**src/rtl/cpu_pkg.sv**
```systemverilog
// Types and defaults shared between the CPU and its output-port receiver.
package cpu_pkg;
  localparam int DEFAULT_WIDTH = 16;
  typedef logic [DEFAULT_WIDTH-1:0] word_t;
endpackage

```
**src/rtl/out_fifo.sv**
```systemverilog
// Storage, pointers and level for the out-port buffer.
// The caller only asserts push/pop when they are legal (no push into a full, no pop from an empty buffer).
module out_fifo #(
  parameter int WIDTH = 16,
  parameter int DEPTH = 8
) (
  input  logic                       clock,
  input  logic                       reset,
  input  logic                       push,
  input  logic                       pop,
  input  logic [WIDTH-1:0]           wdata,
  output logic [WIDTH-1:0]           rdata,
  output logic [$clog2(DEPTH):0]     level,
  output logic                       full,
  output logic                       empty
);
  localparam int PW = $clog2(DEPTH);
  localparam int LW = PW + 1;

  logic [WIDTH-1:0] mem [DEPTH];
  logic [PW-1:0]    wr_ptr;
  logic [PW-1:0]    rd_ptr;

  // Storage is deliberately left out of reset.
  always_ff @(posedge clock) begin
    if (push) mem[wr_ptr] <= wdata;
  end

  always_ff @(posedge clock or negedge reset) begin
    if (!reset) begin
      wr_ptr <= '0;
      rd_ptr <= '0;
      level  <= '0;
    end else begin
      if (push) wr_ptr <= wr_ptr + PW'(1);
      if (pop)  rd_ptr <= rd_ptr + PW'(1);
      case ({push, pop})
        2'b10:   level <= level + LW'(1);
        2'b01:   level <= level - LW'(1);
        default: level <= level;
      endcase
    end
  end

  assign full  = (level == LW'(DEPTH));
  assign empty = (level == '0);
  assign rdata = mem[rd_ptr];
endmodule

```
**src/rtl/cpu_out_port_rx.sv**
```systemverilog
// Receiving end of the CPU output port: buffers outFlag-qualified words for a valid/ready consumer.
// Optional saturating word/drop counters are built when OUT_PORT_STATS_EN is defined.
module cpu_out_port_rx
  import cpu_pkg::*;
#(
  parameter int WIDTH = DEFAULT_WIDTH,
  parameter int DEPTH = 8
`ifdef OUT_PORT_STATS_EN
  ,
  parameter int CNTWIDTH = 16
`endif
) (
  input  logic                   clock,
  input  logic                   reset,
  input  logic                   outFlag,
  input  logic [WIDTH-1:0]       out,
  output logic                   rdValid,
  output logic [WIDTH-1:0]       rdData,
  input  logic                   rdReady,
  output logic                   full,
  output logic                   empty,
  output logic [$clog2(DEPTH):0] level,
  output logic                   overflow,
  input  logic                   clearOverflow
`ifdef OUT_PORT_STATS_EN
  ,
  output logic [CNTWIDTH-1:0]    wordCount,
  output logic [CNTWIDTH-1:0]    dropCount
`endif
);
  logic             pop;
  logic             push_ok;
  logic             drop;
  logic [WIDTH-1:0] head;

  // A full buffer still accepts a word when the head leaves in the same cycle.
  assign pop     = !empty && rdReady;
  assign push_ok = outFlag && (!full || pop);
  assign drop    = outFlag && full && !pop;

  out_fifo #(
    .WIDTH (WIDTH),
    .DEPTH (DEPTH)
  ) u_fifo (
    .clock (clock),
    .reset (reset),
    .push  (push_ok),
    .pop   (pop),
    .wdata (out),
    .rdata (head),
    .level (level),
    .full  (full),
    .empty (empty)
  );

  assign rdValid = !empty;
  assign rdData  = empty ? '0 : head;

  // Set beats clear so a drop is never lost to a concurrent acknowledge.
  always_ff @(posedge clock or negedge reset) begin
    if (!reset)             overflow <= 1'b0;
    else if (drop)          overflow <= 1'b1;
    else if (clearOverflow) overflow <= 1'b0;
  end

`ifdef OUT_PORT_STATS_EN
  always_ff @(posedge clock or negedge reset) begin
    if (!reset) begin
      wordCount <= '0;
      dropCount <= '0;
    end else begin
      if (push_ok && (wordCount != '1)) wordCount <= wordCount + CNTWIDTH'(1);
      if (drop && (dropCount != '1))    dropCount <= dropCount + CNTWIDTH'(1);
    end
  end
`endif
endmodule

```
**config.mk**
```make
export PLATFORM = sky130hd
export DESIGN_NAME = cpu_out_port_rx
export DESIGN_NICKNAME = d
export VERILOG_FILES = /design/src/rtl/cpu_pkg.sv /design/src/rtl/out_fifo.sv /design/src/rtl/cpu_out_port_rx.sv
export SDC_FILE = /design/constraint.sdc
export NUM_CORES = 1
export LEC_CHECK = 0
export ABC_AREA = 1
export CAP_MARGIN = 20
export CELL_PAD_IN_SITES_DETAIL_PLACEMENT = 1
export CELL_PAD_IN_SITES_GLOBAL_PLACEMENT = 2
export CORE_MARGIN = 1.5
export CORE_UTILIZATION = 36
export DETAILED_ROUTE_END_ITERATION = 6
export MAX_ROUTING_LAYER = met4
export PLACE_DENSITY_LB_ADDON = 0.1
export SETUP_SLACK_MARGIN = 0.02
export SYNTH_ARGS = -nofsm -noshare
export SYNTH_HDL_FRONTEND = slang
export SYNTH_SLANG_ARGS = --single-unit
```
**constraint.sdc**
```tcl
create_clock -name clock -period 2 [get_ports clock]
set_input_delay 0.6 -clock clock [delete_from_list [all_inputs] [get_ports clock]]
set_output_delay 0.6 -clock clock [all_outputs]
set_load 0.005 [all_outputs]
```
---- Word level (Yosys, flattened, before mapping) ----
Memories as Yosys holds them, arrays and structs flattened.
Index checks and enable logic that the tools add are counted.
storage, ports and cells
  memory bits (writable) .................. 128
  memories ................................ 1
  word-level logic and storage cells ...... 29
  input port bits ......................... 21
  bits in registers ....................... 11
memory list
  name        depth  bits a word  read ports  clocked after memory_dff  write ports  RTL line        RTL
  u_fifo.mem  8      16           1           0                         1            out_fifo.sv:20  logic [WIDTH-1:0] mem [DEPTH];
operators by class
  equal/unequal tests ..................... 3
  $add $sub $neg .......................... 4
  multiplexer cells ....................... 6
  reductions and logical operators ........ 11
operator list
  kind                 number
  $mux 16              1
  $pmux 4 s2           1
  $add 3x1->3 const B  2
  $add 4x1->4 const B  1
  $eq 4x4->1 const B   1
  $logic_and 1x1->1    4
  $logic_not 4->1      1
  $mux 1               4
  $reduce_bool 2->1    2
  $sub 4x1->4 const B  1
  $logic_not 1->1      3
  $eq 2x1->1 const B   1
  $eq 2x2->1 const B   1
  $logic_or 1x1->1     1

---- Logic depth before layout (Yosys ltp) ----
Gate-level depths: netlist of run 1.
  word-level depth ........................ 7
  mapped depth ............................ 14
  mapped depth without buffers ............ 14

---- Modules after synthesis ----
From an unflattened synthesis of run 1, not the netlist that was laid out.
second synthesis, totals
  cells, all modules ...................... 483
  area total of the unflattened synthesis .. 5774.3 µm²
modules (own cells, without submodules)
  module           area each (µm²)  seq. area each (µm²)  cells each  times used
  out_fifo         5557.8           4093.9                437         1
  cpu_out_port_rx  216.5            25.0                  46          1

---- Worst setup path before layout of run 1 ----
No wires, ideal clock.
  path kind ............................... input to register
  start ................................... input port rdReady
  end ..................................... memory u_fifo.mem[1][0] (enable)
  arrival time ............................ 1.657 ns
  data required time ...................... 1.612 ns
  stages on the path ...................... 6
  buffers on the path ..................... 0
  setup slack ............................. -0.046 ns
  setup time .............................. 0.388 ns
  cell sequence ........................... inv_1 > nand2_2 > nand2_4 > inv_4 > nand2_4 > nor2_1
on the way
  word-level cells in the longest chain between the ends .. 5
ends and longest elaborated chain
  item                          RTL line               RTL
  from (decl)                   cpu_out_port_rx.sv:19  input logic rdReady,
  $logic_and 1x1->1             cpu_out_port_rx.sv:37  assign pop = !empty && rdReady;
  $logic_or 1x1->1              cpu_out_port_rx.sv:38  assign push_ok = outFlag && (!full || pop);
  $logic_and 1x1->1             cpu_out_port_rx.sv:38
  $mux 1                        out_fifo.sv:26         if (push) mem[wr_ptr] <= wdata;
  $mux 1 (implied by the code)  out_fifo.sv:26
  to (decl)                     out_fifo.sv:20
Every way passes these cells.

---- Worst setup path in the final report of run 1 ----
  start ................................... register u_fifo.rd_ptr[0]
  end ..................................... output port rdData[3]
on the way
  word-level cells in the longest chain between the ends .. 2
ends and longest elaborated chain
  item                    RTL line               RTL
  from (decl)             out_fifo.sv:22         logic [PW-1:0] rd_ptr;
  from (signal assigned)  out_fifo.sv:36         if (pop) rd_ptr <= rd_ptr + PW'(1);
  $mem_v2 8x16            n/a
  $mux 16                 cpu_out_port_rx.sv:57  assign rdData = empty ? '0 : head;
  to (decl)               cpu_out_port_rx.sv:18  output logic [WIDTH-1:0] rdData,
Every way passes these cells.

==> results of run 1 <==
-- per-layer routing --
| metal | routed length [µm] | GRT usage [%] |
|---|---|---|
| met1 | 7920 | 28.1 |
| met2 | 8910 | 36.4 |
| met3 | 390 | 3.43 |
| met4 | 199 | 6.08 |
| met5 | 0 | - |
-- layout make-up --
type / instances / share of cell area, %
Timing Repair Buffer: 128 / 18.2
Sequential cell: 139 / 48.9
Inverter: 17 / 1.02
Clock buffer: 18 / 5.09
Multi-Input combinational cell: 288 / 21.0
Clock inverter: 13 / 2.64
Tap cell: 216 / 3.21
-- state kept, by name, indices dropped and copies added (netlist names) --
| name | flops |
|---|---|
| u_fifo.wr_ptr | 3 |
| overflow | 1 |
| u_fifo.level | 4 |
| u_fifo.rd_ptr | 3 |
| u_fifo.mem | 128 |
-- cell families (layout without fill, tap and decap cells) --
| logic type | after synthesis | in the layout | share of synthesized area [%] |
|---|---|---|---|
| compound gates | 103 | 103 | 10.1 |
| xor+xnor | 5 | 5 | 0.760 |
| fa+ha+maj | 5 | 5 | 1.09 |
| buf+inv | 41 | 176 | 3.69 |
| flops | 139 | 139 | 71.5 |
| simple gates | 175 | 175 | 12.9 |
-- cells in the mapped netlist, drive strengths merged --
library cell	n	area, µm²
buf	17	119
a21oi	1	5.00
nand2	45	208
xnor2	3	26.3
nor3	2	32.5
edfxtp	128	3840
ha	5	62.6
o22ai	16	100
o211ai	16	125
nand3	4	20.0
clkbuf	7	27.5
xor2	2	17.5
nor2	123	474
o21ai	70	350
dfrtp	11	275
nand3b	1	7.51
inv	17	66.3
-- through the flow --
stage	cells	hold slack [ns]	setup TNS, ns	util, %
2_1_floorplan	468	0.304	-2.94	-
5_1_grt	819	0.592	-10.96	53.4
3_5_place_dp	746	0.531	-40.76	42.7
3_3_place_gp	746	0.515	-37.29	42.7
6_report	819	0.532	-7.41	53.4
4_1_cts	817	0.540	-8.34	51.6
-- worst paths after layout --
check / startpoint / endpoint / slack, ns
max: u_fifo.rd_ptr[0] / rdData[3] / -0.50
min: overflow / overflow / 0.53
max reg2reg: u_fifo.level[3] / u_fifo.level[2] / -0.09
min reg2reg: overflow / overflow / 0.53
max in group asynchronous: reset / u_fifo.rd_ptr[0] / 0.97
min in group asynchronous: reset / u_fifo.level[1] / 0.57
-- timing repair --
| item | in CTS | in global routing |
|---|---|---|
| setup endpoints to repair | 24 | 151 |
| gates resized for setup | 178 | 110 |
| pin swaps | 55 | 67 |
| cloned | 10 | 2 |
| setup buffers | 31 | 8 |
| endpoints found under the hold margin | 0 | 0 |
-- worst min-delay path: cells and delay by family, from the launching register on --
family / cells / cell delay (ns)
compound gates: 1 / 0.06
buf+inv: 1 / 0.05
flops: 1 / 0.37
-- power by group through the flow --
stage | clock network (W) | logic [W] | registers (W)
final | 0.00351 | 0.00644 | 0.00387
after global routing | 0.00363 | 0.00695 | 0.00389
after CTS | 0.00354 | 0.00614 | 0.00383
after detailed placement | 0 | 0.00448 | 0.00385
after global placement | 0 | 0.00441 | 0.00383
after floorplan | 0 | 0.00237 | 0.00385
==> qor.yml, run 1 <==
timing:
  slew_violations: 0
  finalCritPeriodShare_pct: 125
  worst_pin_slew_ns: 0.630
  rsz0062_at_grt: "true"
  setup_violations: 19
  hold_viol_final: 0
  max_freq_mhz: 400
  clock_skew_ns: 0.0111
  fin_crit_ns: 2.50
  fin_ws_ns: -0.500
  slew_headroom_pct: 57.9
placed_design:
  dpl-instance-area_um2: 6740
  io_buffers: 44
  place.gp.congestion: 0.778
  dp_hpwl_um: 8990
  pre_cts_ws_ns: -0.388
grt:
  grt_overflow: 0
  grt_util_all_layers_pct: 22.0
  antenna_found_initial: 0
  grt_pass1_vias: 4330
  grt_pass1_wl_um: 25600
  grt_max_degree: 34
setup_path:
  reg2reg_depth: 15
  path_max_fanout: 7
  cp.required_ns: 1.40
  worstPathArrival_ns: 1.90
  critPathKind: "reg2out"
  startpoint_type: "flip-flop"
  crit_chain: "buf_6 > buf_12 > buf_4 > nor2_4 > nor2_2 > o21ai_1 > o211ai_1 > nand2_1 > nor2_1 > buf_2"
  worstSetupEndpointType: "primary output"
  cpPeakStageDelay_ns: 0.51
  critPathTopFamily: "buffers and inverters"
  worst-path-stages: 10
  crit_buf_inv: 4
  critPathSlowestCell: "dfrtp_2"
floorplanning:
  ioPinCount: 45
  coreArea_um2: 15800
  die_area_um2: 16800
  die_w_um: 129
  die_y_um: 129
  row_count: 46
  start_util_pct: 36.5
layout:
  seqCellArea_um2: 4120
  multi_input_area_um2: 1770
  stdcell_area_um2: 8430
  drive_gt1_share_pct: 35.8
  final_nets: 617
  fillers: 1604
  final_cell_mix: "edfxtp_1, nor2_1, buf_6"
  n_antenna_cell: 0
  areaGrowthSynthToFinish_pct: 46.3
  layout_commonest_cell: "edfxtp_1"
route:
  routedWlPerCell_um: 21.3
  drt_first_pass_iters: 4
  first_iter_violations: 240
  detail_route.wirelength_um: 17400
  vias_per_cell: 5.10
  num_vias: 4174
  drcViolationCount: 0
  detail-route-antenna-nets: 0
synthesis:
  syn_nets: 494
  synth_area_um2: 5760
  synth-seq-area-share_pct: 71.5
  syn_avg_cell_area_um2: 12.3
  synth.distinct_cells: 29
  synth_seq_cells: 139
  yosys_warnings: 0
  synthCells: 468
clocking:
  clockBufferDepth: 2
  htreeDepth: 4
  numCtsBuffers: 17
  clk_pin_slew_ns: 0.06
  cts_tree: "done"
  cts-root-buf: "clkbuf_16"
  holdBufCountCts: 0
  cts.sinks: 139
  clk_latency_ns: 0.42
status:
  status: "complete, but fails checks"
  violations: "negative setup slack"
run:
  cap_violations: 0
pwr:
  pwr-share-comb_pct: 46.6
  ir_drop_mv: 0.586
  p_per_area_nw_per_um2: 1640
  p_int_w: 0.00906
  p_leak_nw: 3.12
  clkPwrFrac_pct: 25.4
  switchingPower_w: 0.00475
  swShare_pct: 34.4
  p_seq_share_pct: 28.0
  total_power_w: 0.0138
worst_hold_path:
  hold-path-cell-count: 2
  hp-class: "reg2reg"
No activity file was read; power rests on OpenSTA's default activity.
==> run 2: changes to the inputs <==
--- a/config.mk
+++ b/config.mk
@@ -6,7 +6,6 @@
 export NUM_CORES = 1
 export LEC_CHECK = 0
 export ABC_AREA = 1
-export CAP_MARGIN = 20
 export CELL_PAD_IN_SITES_DETAIL_PLACEMENT = 1
 export CELL_PAD_IN_SITES_GLOBAL_PLACEMENT = 2
 export CORE_MARGIN = 1.5
==> results of run 2 <==
The final DEF is identical to that of run 1; final timing and power are the same.
